**config.mk**
```make
export PLATFORM = sky130hd
export DESIGN_NAME = lbp_port_arbiter
export DESIGN_NICKNAME = d
export VERILOG_FILES = /design/src/rtl/lbp_port_arbiter.sv
export SDC_FILE = /design/constraint.sdc
export NUM_CORES = 1
export LEC_CHECK = 0
export ABC_AREA = 1
export CAP_MARGIN = 25
export CORE_ASPECT_RATIO = 0.9
export CORE_UTILIZATION = 35
export CTS_CLUSTER_DIAMETER = 50
export CTS_CLUSTER_SIZE = 8
export DETAILED_ROUTE_END_ITERATION = 8
export PLACE_DENSITY = 0.79
export RECOVER_POWER = 100
export SYNTH_ARGS = -nofsm -noshare
export SYNTH_HDL_FRONTEND = slang
export SYNTH_SLANG_ARGS = --single-unit
```
**constraint.sdc**
```tcl
create_clock -name clk -period 1.7 [get_ports clk]
set_input_delay 0.17 -clock clk [delete_from_list [all_inputs] [get_ports clk]]
set_output_delay 0.17 -clock clk [all_outputs]
set_load 0.005 [all_outputs]
```
**src/rtl/lbp_port_arbiter.sv**
```systemverilog
// Shares one gray-image read port and one LBP result write port between two window engines.
// Reads are round-robin with a per-owner burst lock; writes are merged; finish is the AND of both.
module lbp_port_arbiter #(
  parameter int unsigned ADDR_W    = 14,
  parameter int unsigned DATA_W    = 8,
  parameter int unsigned MAX_BURST = 9
) (
  input  logic              clk,
  input  logic              reset,
  input  logic              r0_req,
  input  logic              r1_req,
  input  logic [ADDR_W-1:0] r0_addr,
  input  logic [ADDR_W-1:0] r1_addr,
  output logic              r0_gnt,
  output logic              r1_gnt,
  output logic              r0_rvalid,
  output logic              r1_rvalid,
  output logic [DATA_W-1:0] r0_rdata,
  output logic [DATA_W-1:0] r1_rdata,
  output logic [ADDR_W-1:0] gray_addr,
  output logic              gray_req,
  input  logic              gray_ready,
  input  logic [DATA_W-1:0] gray_data,
  input  logic              w0_valid,
  input  logic              w1_valid,
  input  logic [ADDR_W-1:0] w0_addr,
  input  logic [ADDR_W-1:0] w1_addr,
  input  logic [DATA_W-1:0] w0_data,
  input  logic [DATA_W-1:0] w1_data,
  output logic              w0_ack,
  output logic              w1_ack,
  output logic [ADDR_W-1:0] lbp_addr,
  output logic [DATA_W-1:0] lbp_data,
  output logic              lbp_valid,
  input  logic              finish0_in,
  input  logic              finish1_in,
  output logic              finish
);

  localparam logic [3:0] MaxBurst = 4'(MAX_BURST);

  typedef enum logic [1:0] {StIdle, StOwn0, StOwn1, StDone} state_e;

  state_e              state_q, state_d;
  logic [3:0]          bcnt_q, bcnt_d;
  logic                last_q, last_d;
  logic [1:0]          tag_q, tag_d;
  logic                wlast_q, wlast_d;
  logic                f0_q, f0_d, f1_q, f1_d;
  logic                finish_q, finish_d;
  logic [ADDR_W-1:0]   lbp_addr_q, lbp_addr_d;
  logic [DATA_W-1:0]   lbp_data_q, lbp_data_d;
  logic                lbp_valid_q, lbp_valid_d;

  always_ff @(posedge clk or posedge reset) begin
    if (reset) begin
      state_q     <= StIdle;
      bcnt_q      <= 4'd0;
      last_q      <= 1'b1;
      tag_q       <= 2'b00;
      wlast_q     <= 1'b1;
      f0_q        <= 1'b0;
      f1_q        <= 1'b0;
      finish_q    <= 1'b0;
      lbp_addr_q  <= '0;
      lbp_data_q  <= '0;
      lbp_valid_q <= 1'b0;
    end else begin
      state_q     <= state_d;
      bcnt_q      <= bcnt_d;
      last_q      <= last_d;
      tag_q       <= tag_d;
      wlast_q     <= wlast_d;
      f0_q        <= f0_d;
      f1_q        <= f1_d;
      finish_q    <= finish_d;
      lbp_addr_q  <= lbp_addr_d;
      lbp_data_q  <= lbp_data_d;
      lbp_valid_q <= lbp_valid_d;
    end
  end

  // Grant decode: the owner keeps the port until it releases or hits the burst lock with a waiter.
  always_comb begin
    r0_gnt = 1'b0;
    r1_gnt = 1'b0;
    if (!reset && gray_ready && !finish_q) begin
      unique case (state_q)
        StIdle: begin
          if (r0_req || r1_req) begin
            if (last_q) begin
              r0_gnt = r0_req;
              r1_gnt = !r0_req;
            end else begin
              r1_gnt = r1_req;
              r0_gnt = !r1_req;
            end
          end
        end
        StOwn0: begin
          if (r0_req && ((bcnt_q < MaxBurst) || !r1_req)) r0_gnt = 1'b1;
          else                                          r1_gnt = r1_req;
        end
        StOwn1: begin
          if (r1_req && ((bcnt_q < MaxBurst) || !r0_req)) r1_gnt = 1'b1;
          else                                          r0_gnt = r0_req;
        end
        default: ;
      endcase
    end
    gray_req  = r0_gnt | r1_gnt;
    gray_addr = r0_gnt ? r0_addr : (r1_gnt ? r1_addr : '0);
    r0_rvalid = tag_q[0];
    r1_rvalid = tag_q[1];
    r0_rdata  = reset ? '0 : gray_data;
    r1_rdata  = reset ? '0 : gray_data;
    tag_d     = {r1_gnt, r0_gnt};
  end

  // Next state follows the grant just issued; a grant-free cycle with the port ready means release.
  always_comb begin
    state_d = state_q;
    bcnt_d  = bcnt_q;
    last_d  = last_q;
    if (finish_q) begin
      state_d = StDone;
    end else if (r0_gnt) begin
      bcnt_d  = ((state_q == StOwn0) && (bcnt_q < MaxBurst)) ? bcnt_q + 4'd1 : 4'd1;
      if (state_q == StOwn1) last_d = 1'b1;
      state_d = StOwn0;
    end else if (r1_gnt) begin
      bcnt_d  = ((state_q == StOwn1) && (bcnt_q < MaxBurst)) ? bcnt_q + 4'd1 : 4'd1;
      if (state_q == StOwn0) last_d = 1'b0;
      state_d = StOwn1;
    end else if (gray_ready && (state_q == StOwn0)) begin
      state_d = StIdle;
      last_d  = 1'b0;
    end else if (gray_ready && (state_q == StOwn1)) begin
      state_d = StIdle;
      last_d  = 1'b1;
    end
  end

  always_comb begin
    w0_ack  = 1'b0;
    w1_ack  = 1'b0;
    wlast_d = wlast_q;
    if (!reset && !finish_q) begin
      if (w0_valid && w1_valid) begin
        w0_ack  = wlast_q;
        w1_ack  = !wlast_q;
        wlast_d = !wlast_q;
      end else begin
        w0_ack = w0_valid;
        w1_ack = w1_valid;
      end
    end
    lbp_valid_d = w0_ack | w1_ack;
    lbp_addr_d  = lbp_addr_q;
    lbp_data_d  = lbp_data_q;
    if (w0_ack) begin
      lbp_addr_d = w0_addr;
      lbp_data_d = w0_data;
    end else if (w1_ack) begin
      lbp_addr_d = w1_addr;
      lbp_data_d = w1_data;
    end
    f0_d     = f0_q | finish0_in;
    f1_d     = f1_q | finish1_in;
    finish_d = finish_q | (f0_d & f1_d);
  end

  assign lbp_addr  = lbp_addr_q;
  assign lbp_data  = lbp_data_q;
  assign lbp_valid = lbp_valid_q;
  assign finish    = finish_q;

endmodule

```
==> results of run 1 <==
==> state kept, by name, indices dropped and copies added, names as in the netlist <==
signal / count
f0_q: 1
lbp_addr: 14
lbp_data: 8
bcnt_q: 4
wlast_q: 1
state_q: 2
last_q: 1
lbp_valid: 1
tag_q: 2
f1_q: 1
finish: 1
==> critical path: cells and delay by family, from the launching register on <==
kind                     cells  cell delay [ns]
AND/OR/NAND/NOR              6             0.47
buffers and inverters        4             0.37
adder cells (fa/ha/maj)      1             0.14
AO/OA/AOI/OAI                1             0.19
flip-flops                   1             0.39
==> kinds of logic (layout without fill, tap and decap cells) <==
kind of cell	after synthesis	in the layout
AND/OR/NAND/NOR	111	111
flip-flops	36	36
adder cells (fa/ha/maj)	2	2
AO/OA/AOI/OAI	69	69
buffers and inverters	47	220
XOR/XNOR	2	2
==> routing by layer <==
layer	global-route usage (%)	vias up	part of all wire [%]	wire length [µm]
met4	6.780	0	1.4	106
met5	0	-	0	0
li1	-	1235	-	-
met3	7.151	13	7.8	573
met1	25.62	1168	38	2829
met2	42.68	101	52	3869
==> cells in the mapped netlist, types with 3 or more instances <==
library cell	instances	area share [%]
nor2_1	35	6.1
dfrtp_1	34	40
nand3_1	33	7.7
a21oi_1	26	6.1
nand2_1	26	4.5
inv_1	18	3.1
a22o_1	14	5.7
o21ai_0	13	3.0
o21ai_1	13	3.0
buf_4	10	3.5
inv_2	6	1.0
buf_2	4	0.93
clkbuf_1	4	0.70
nand3_2	4	1.9
nand2_4	3	1.6
nor2_4	3	1.6
==> final timing paths <==
| path | to | slack [ns] | depth (start not counted) |
|---|---|---|---|
| setup / recovery | gray_addr[3] | -0.31 | 12 |
| hold / removal | lbp_addr[10] | 0.43 | 3 |
| setup reg to reg | bcnt_q[0] | -0.01 | 14 |
| hold reg to reg | f0_q | 0.46 | 1 |
| max in group asynchronous | lbp_addr[2] | 0.52 | 4 |
| min in group asynchronous | finish | 0.58 | 3 |
==> cell type report <==
class                   count  area, µm²  share of cell area, %
multi-input cells         184       1092                  27.04
repair inverters            1      8.758                 0.2169
clock buffers               6      72.57                  1.797
clock inverters             2      35.03                 0.8674
repair buffers            185       1725                  42.72
inverters                  26      112.6                  2.788
well taps                  70      87.58                  2.169
flip-flops and latches     36      904.6                  22.40
==> layout by cell type (no fill, tap or decap), types with 3 or more instances in the layout <==
cell type,count
clkbuf_8,5
buf_4,24
o21ai_2,3
nand2_1,23
inv_2,8
a22o_1,14
clkdlybuf4s50_1,105
nor2_1,34
buf_2,14
a21oi_1,25
nand3_1,26
dlygate4sd3_1,25
buf_6,7
nor2_2,4
inv_1,16
o21ai_1,13
nand2_4,5
o21ai_0,11
nand3_2,9
dfrtp_1,33
clkbuf_1,4
==> through the flow <==
stage | setup WS (ns) | hold WS, ns | instance area [µm²] | setup TNS (ns) | cells
after detailed placement | -0.4487 | 0.4466 | 3796 | -9.483 | 491
after floorplan | 0.05636 | 0.2948 | 2150 | 0 | 267
after global routing | -0.4183 | 0.4374 | 4039 | -15.46 | 510
after global placement | -0.3837 | 0.4390 | 3796 | -7.837 | 491
after CTS | -0.3222 | 0.4278 | 3955 | -4.180 | 505
final | -0.3113 | 0.4344 | 4039 | -8.175 | 510
==> power by group through the flow <==
stage	logic (mW)	registers [mW]	clock network (mW)
after floorplan	0.0854	0.939	0
after global placement	0.423	0.936	0
after detailed placement	0.432	0.937	0
after CTS	0.435	0.922	0.757
after global routing	0.448	0.925	0.799
final	0.413	0.920	0.735
==> timing repair <==
action | CTS | global route
endpoints found under the setup margin | 30 | 40
pin swaps | 15 | 12
setup buffers | 5 | 5
hold buffers | 0 | 0
gates cloned | 1 | 0
resized for setup | 92 | 19
==> flow_summary.json, run 1 <==
{
  "syn_inst": 267,
  "ys_async_sr_fraction_pct": 100.0,
  "comb_power_share_pct": 20.0,
  "swShare_pct": 21.43,
  "p_int_mw": 1.625,
  "maxCapViolations": 0,
  "areaGrowthSynthToFinish_pct": 87.89,
  "power_switching_mw": 0.4431,
  "place_congestion": 0.8735,
  "cts_tree": "yes",
  "fill_cells": 482,
  "yosysUniqueCellTypes": 30,
  "final_layout_size_suffix_gt1_share_pct": 23.18,
  "vias": 2517,
  "synth_top_family_by_area": "simple AND/OR/NAND/NOR gates",
  "hold_violations": 0,
  "arrival_ns": 1.84,
  "io_pins": 150,
  "clock_power_share_pct": 35.5,
  "violations": "setup timing",
  "max-slew-margin-rel_pct": 68.86,
  "yosysWarnings": 0,
  "die_area_um2": 6459,
  "insertion_delay_ns": 0.28,
  "min_from": "w0_addr[10]",
  "drt_pass1_iterations": 6,
  "drcViolationCount": 0,
  "synth_edf_count": 0,
  "critPathRequiredTime_ns": 1.53,
  "routed_via_density": 4.935,
  "antenna_cells": 0,
  "cts-buffers-inserted": 5,
  "start_util_pct": 37.12,
  "fmaxAchievable_ghz": 0.4972,
  "drt_iter0_markers": 104,
  "grt_pass1_wl_um": 12040,
  "wl_um": 7379,
  "wl_per_cell_um": 14.47,
  "ant_nets": 0,
  "fin_crit_ns": 2.011,
  "synthFlopType": "dfrtp_1",
  "synth-xor-area-share_pct": 0.8149,
  "setup_viol": 58,
  "antenna_found_initial": 0,
  "ir_drop_uv": 340.3,
  "finClkSkew_ns": 0.01210,
  "rsz0062_at_grt": "yes",
  "synth-simple-area-share_pct": 25.79,
  "path_class": "flip-flop to primary output",
  "core.rowCount": 26,
  "cp_slowest_stage_delay_ns": 0.39,
  "r2r_start": "bcnt_q[0]",
  "clock_sinks": 36,
  "dieWidth_um": 84.61,
  "synth_nets": 358,
  "synth_compound_area_share_pct": 18.92,
  "grt_pass1_vias": 2550,
  "hpwl_um": 5411,
  "clockRootBuffer": "clkbuf_8",
  "cp-end-kind": "primary output",
  "crit_chain": "inv_2 > ha_4 > nand2_4 > nand3_2 > nand2_1 > nand2_1 > nand3_2 > nand2_4 > buf_12 > inv_8 > a22o_1 > buf_2",
  "powerDensity_nw_per_um2": 512.1,
  "min_path_type": "primary input to flip-flop",
  "overflow": 0,
  "ys_seq_elements": 36,
  "grt_start_max_net_pins": 33,
  "clkTransAtPathRegs_ns": 0.08,
  "period_share_pct": 118.3,
  "grt_usage_pct": 23.24,
  "yosys.area_share.adder_pct": 1.164,
  "design.core.area_um2": 5791,
  "ctsHtreeMaxLevel": 2,
  "synthMuxAreaShare_pct": 0,
  "cts_buffer_depth": 2,
  "die_h_um": 76.35,
  "critPathSlowestCell": "dfrtp_1",
  "syn_area_per_cell_um2": 8.051,
  "nNetsFinal": 530,
  "startpoint": "bcnt_q[1]",
  "p_seq_share_pct": 44.5,
  "slew_violations": 0,
  "power_mw": 2.068,
  "ys_seq_area_share_pct": 42.03,
  "cp_max_fo": 9,
  "finalWorstSetupSlack_ns": -0.3113,
  "cellLeakagePower_nw": 1.918,
  "start_kind": "flip-flop",
  "worst_pin_slew_ns": 0.4671,
  "final_util_pct": 69.75,
  "synth_area_um2": 2150,
  "outcome": "finished, violations left",
  "numPortBuffers": 149
}
Power figures use the tool's default switching activity.
==> inputs of run 2 (changes only) <==
Settings changed: CORE_UTILIZATION 35 to 45, DONT_BUFFER_PORTS from default to 1, PLACE_DENSITY 0.79 to 0.59, SLEW_MARGIN from default to 15.
==> run 2 against run 1 <==
Compared with the run above:
- clock power decreased by 16%
- critical path depth shrank 2
- critical endpoint is now gray_addr[5]
- the flow still finishes with violations (setup timing)
- via count shrank 25%
- fmax grew 7.0%
- register-to-register slack got worse by 0.08 ns
- routed wire length down 27%
- sequential power rose by 2%
==> flow_summary.json, run 2 (synthesis results as in run 1) <==
{
  "vias": 1889,
  "stdcell_area_um2": 2549,
  "clockRootBuffer": "clkbuf_8",
  "hpwl_um": 3425,
  "startpoint": "bcnt_q[0]",
  "grt_usage_pct": 19.42,
  "setup_viol": 23,
  "drt_pass1_iterations": 4,
  "clock_sinks": 36,
  "hold_violations": 0,
  "maxCapViolations": 0,
  "wl_per_cell_um": 15.65,
  "ant_nets": 0,
  "ir_drop_uv": 396.1,
  "outcome": "finished, violations left",
  "die_area_um2": 5057,
  "antenna_cells": 0,
  "ctsHtreeMaxLevel": 2,
  "start_kind": "flip-flop",
  "io_pins": 150,
  "antenna_found_initial": 0,
  "fill_cells": 413,
  "start_util_pct": 47.58,
  "grt_pass1_vias": 1592,
  "final_layout_size_suffix_gt1_share_pct": 27.66,
  "areaGrowthSynthToFinish_pct": 18.57,
  "fin_crit_ns": 1.879,
  "design.core.area_um2": 4518,
  "r2r_start": "state_q[1]",
  "placed_cell_area_um2": 2155,
  "max-slew-margin-rel_pct": 42.24,
  "nNetsFinal": 372,
  "largest_register_ffs": 14,
  "insertion_delay_ns": 0.28,
  "wl_met1_um": 2098,
  "die_h_um": 67.57,
  "drcViolationCount": 0,
  "place_congestion": 0.7822,
  "dieWidth_um": 74.85,
  "path_class": "flip-flop to primary output",
  "core.rowCount": 23,
  "worst_pin_slew_ns": 0.8665,
  "arrival_ns": 1.71,
  "cp-end-kind": "primary output",
  "dr_wl_met2_um": 2828,
  "cellLeakagePower_nw": 1.205,
  "min_path_type": "primary input to flip-flop",
  "cts-buffers-inserted": 5,
  "numPortBuffers": 0,
  "violations": "setup timing",
  "grt_pass1_wl_um": 7341,
  "drt_iter0_markers": 78,
  "finClkSkew_ns": 0.006030,
  "overflow": 0,
  "min_from": "finish1_in",
  "period_share_pct": 110.5,
  "rsz0062_at_grt": "yes",
  "dr_wl_met3_um": 434,
  "finalWorstSetupSlack_ns": -0.1791,
  "grt_start_max_net_pins": 38,
  "highest-signal-layer": "met4",
  "critPathRequiredTime_ns": 1.53,
  "cp_max_fo": 6,
  "slew_violations": 0,
  "cts_tree": "yes",
  "layout_common_cells": "34 x nor2_1, 34 x dfrtp_1, 28 x nand3_1",
  "cts_buffer_depth": 2,
  "clkTransAtPathRegs_ns": 0.07,
  "fmaxAchievable_ghz": 0.5322,
  "power_mw": 1.630,
  "powerDensity_nw_per_um2": 639.6,
  "wl_um": 5385,
  "routed_via_density": 5.491
}
-- run 2: cell types whose count changed in the layout (fill, tap and decap cells not counted), moves of 4 or more --
cell / before / now
clkdlybuf4s50_1: 105 / 0
dlygate4sd3_1: 25 / 1
clkbuf_1: 4 / 0
buf_2: 14 / 0
buf_4: 24 / 18
nand3_2: 9 / 5
-- run 2: worst max-delay path: stages, from the launching register on --
cell      delay (ns)
dfrtp_1         0.40
inv_2           0.09
ha_4            0.14
nand2_4         0.07
nand3_4         0.09
nand2_2         0.05
nand2_2         0.07
nand3_4         0.10
nand2_8         0.14
clkinv_8        0.08
a22o_1          0.21
-- run 2: final timing paths --
| path | endpoint | slack [ns] | depth (start not counted) |
|---|---|---|---|
| max | gray_addr[5] | -0.18 | 10 |
| min | f1_q | 0.02 | 1 |
| max reg2reg | bcnt_q[0] | -0.09 | 13 |
| min reg2reg | f1_q | 0.45 | 1 |
| max in group asynchronous | lbp_data[2] | 0.55 | 3 |
| min in group asynchronous | lbp_valid | 0.60 | 3 |
-- run 2: layer usage --
metal / track usage, % / vias to the layer above
met2: 33.11 / 83
met3: 7.164 / 2
met4: 5.425 / 0
li1: - / 914
met1: 22.96 / 890
met5: 0 / -
-- run 2: layout make-up --
cell class	instances	area [µm²]	share of cell area, %
flip-flops and latches	36	903.4	35.44
repair buffers	26	221.5	8.689
well taps	62	77.57	3.044
clock inverters	2	10.01	0.3927
repair inverters	2	17.52	0.6873
inverters	26	120.1	4.713
multi-input cells	184	1116	43.79
clock buffers	6	82.58	3.240
-- run 2: timing repair --
item	in CTS	in global routing
hold endpoints to repair	34	0
pin swaps	12	14
gates resized for setup	13	30
hold buffers	1	0
setup endpoints to repair	18	27
setup buffers	7	9
cloned	0	2
-- run 2: power by group --
group | internal (mW) | total, mW | switching, mW
Clock | 0.323 | 0.616 | 0.293
Combinational | 0.0327 | 0.0802 | 0.0476
Sequential | 0.899 | 0.934 | 0.0349
Total | 1.25 | 1.63 | 0.375
-- run 2: metrics by stage --
stage               utilization [%]  TNS, ns  cells  hold WS (ns)  worst slack, ns
CTS                           51.90   -1.751    333       0.01064          -0.1377
finish                        56.41   -2.494    344       0.01781          -0.1791
global route                  56.41   -4.686    344      0.007157          -0.2570
global placement              47.69        0    317        0.1950           0.1132
floorplan                         -        0    267        0.2948          0.05636
detailed placement            47.69        0    317        0.1994          0.07043
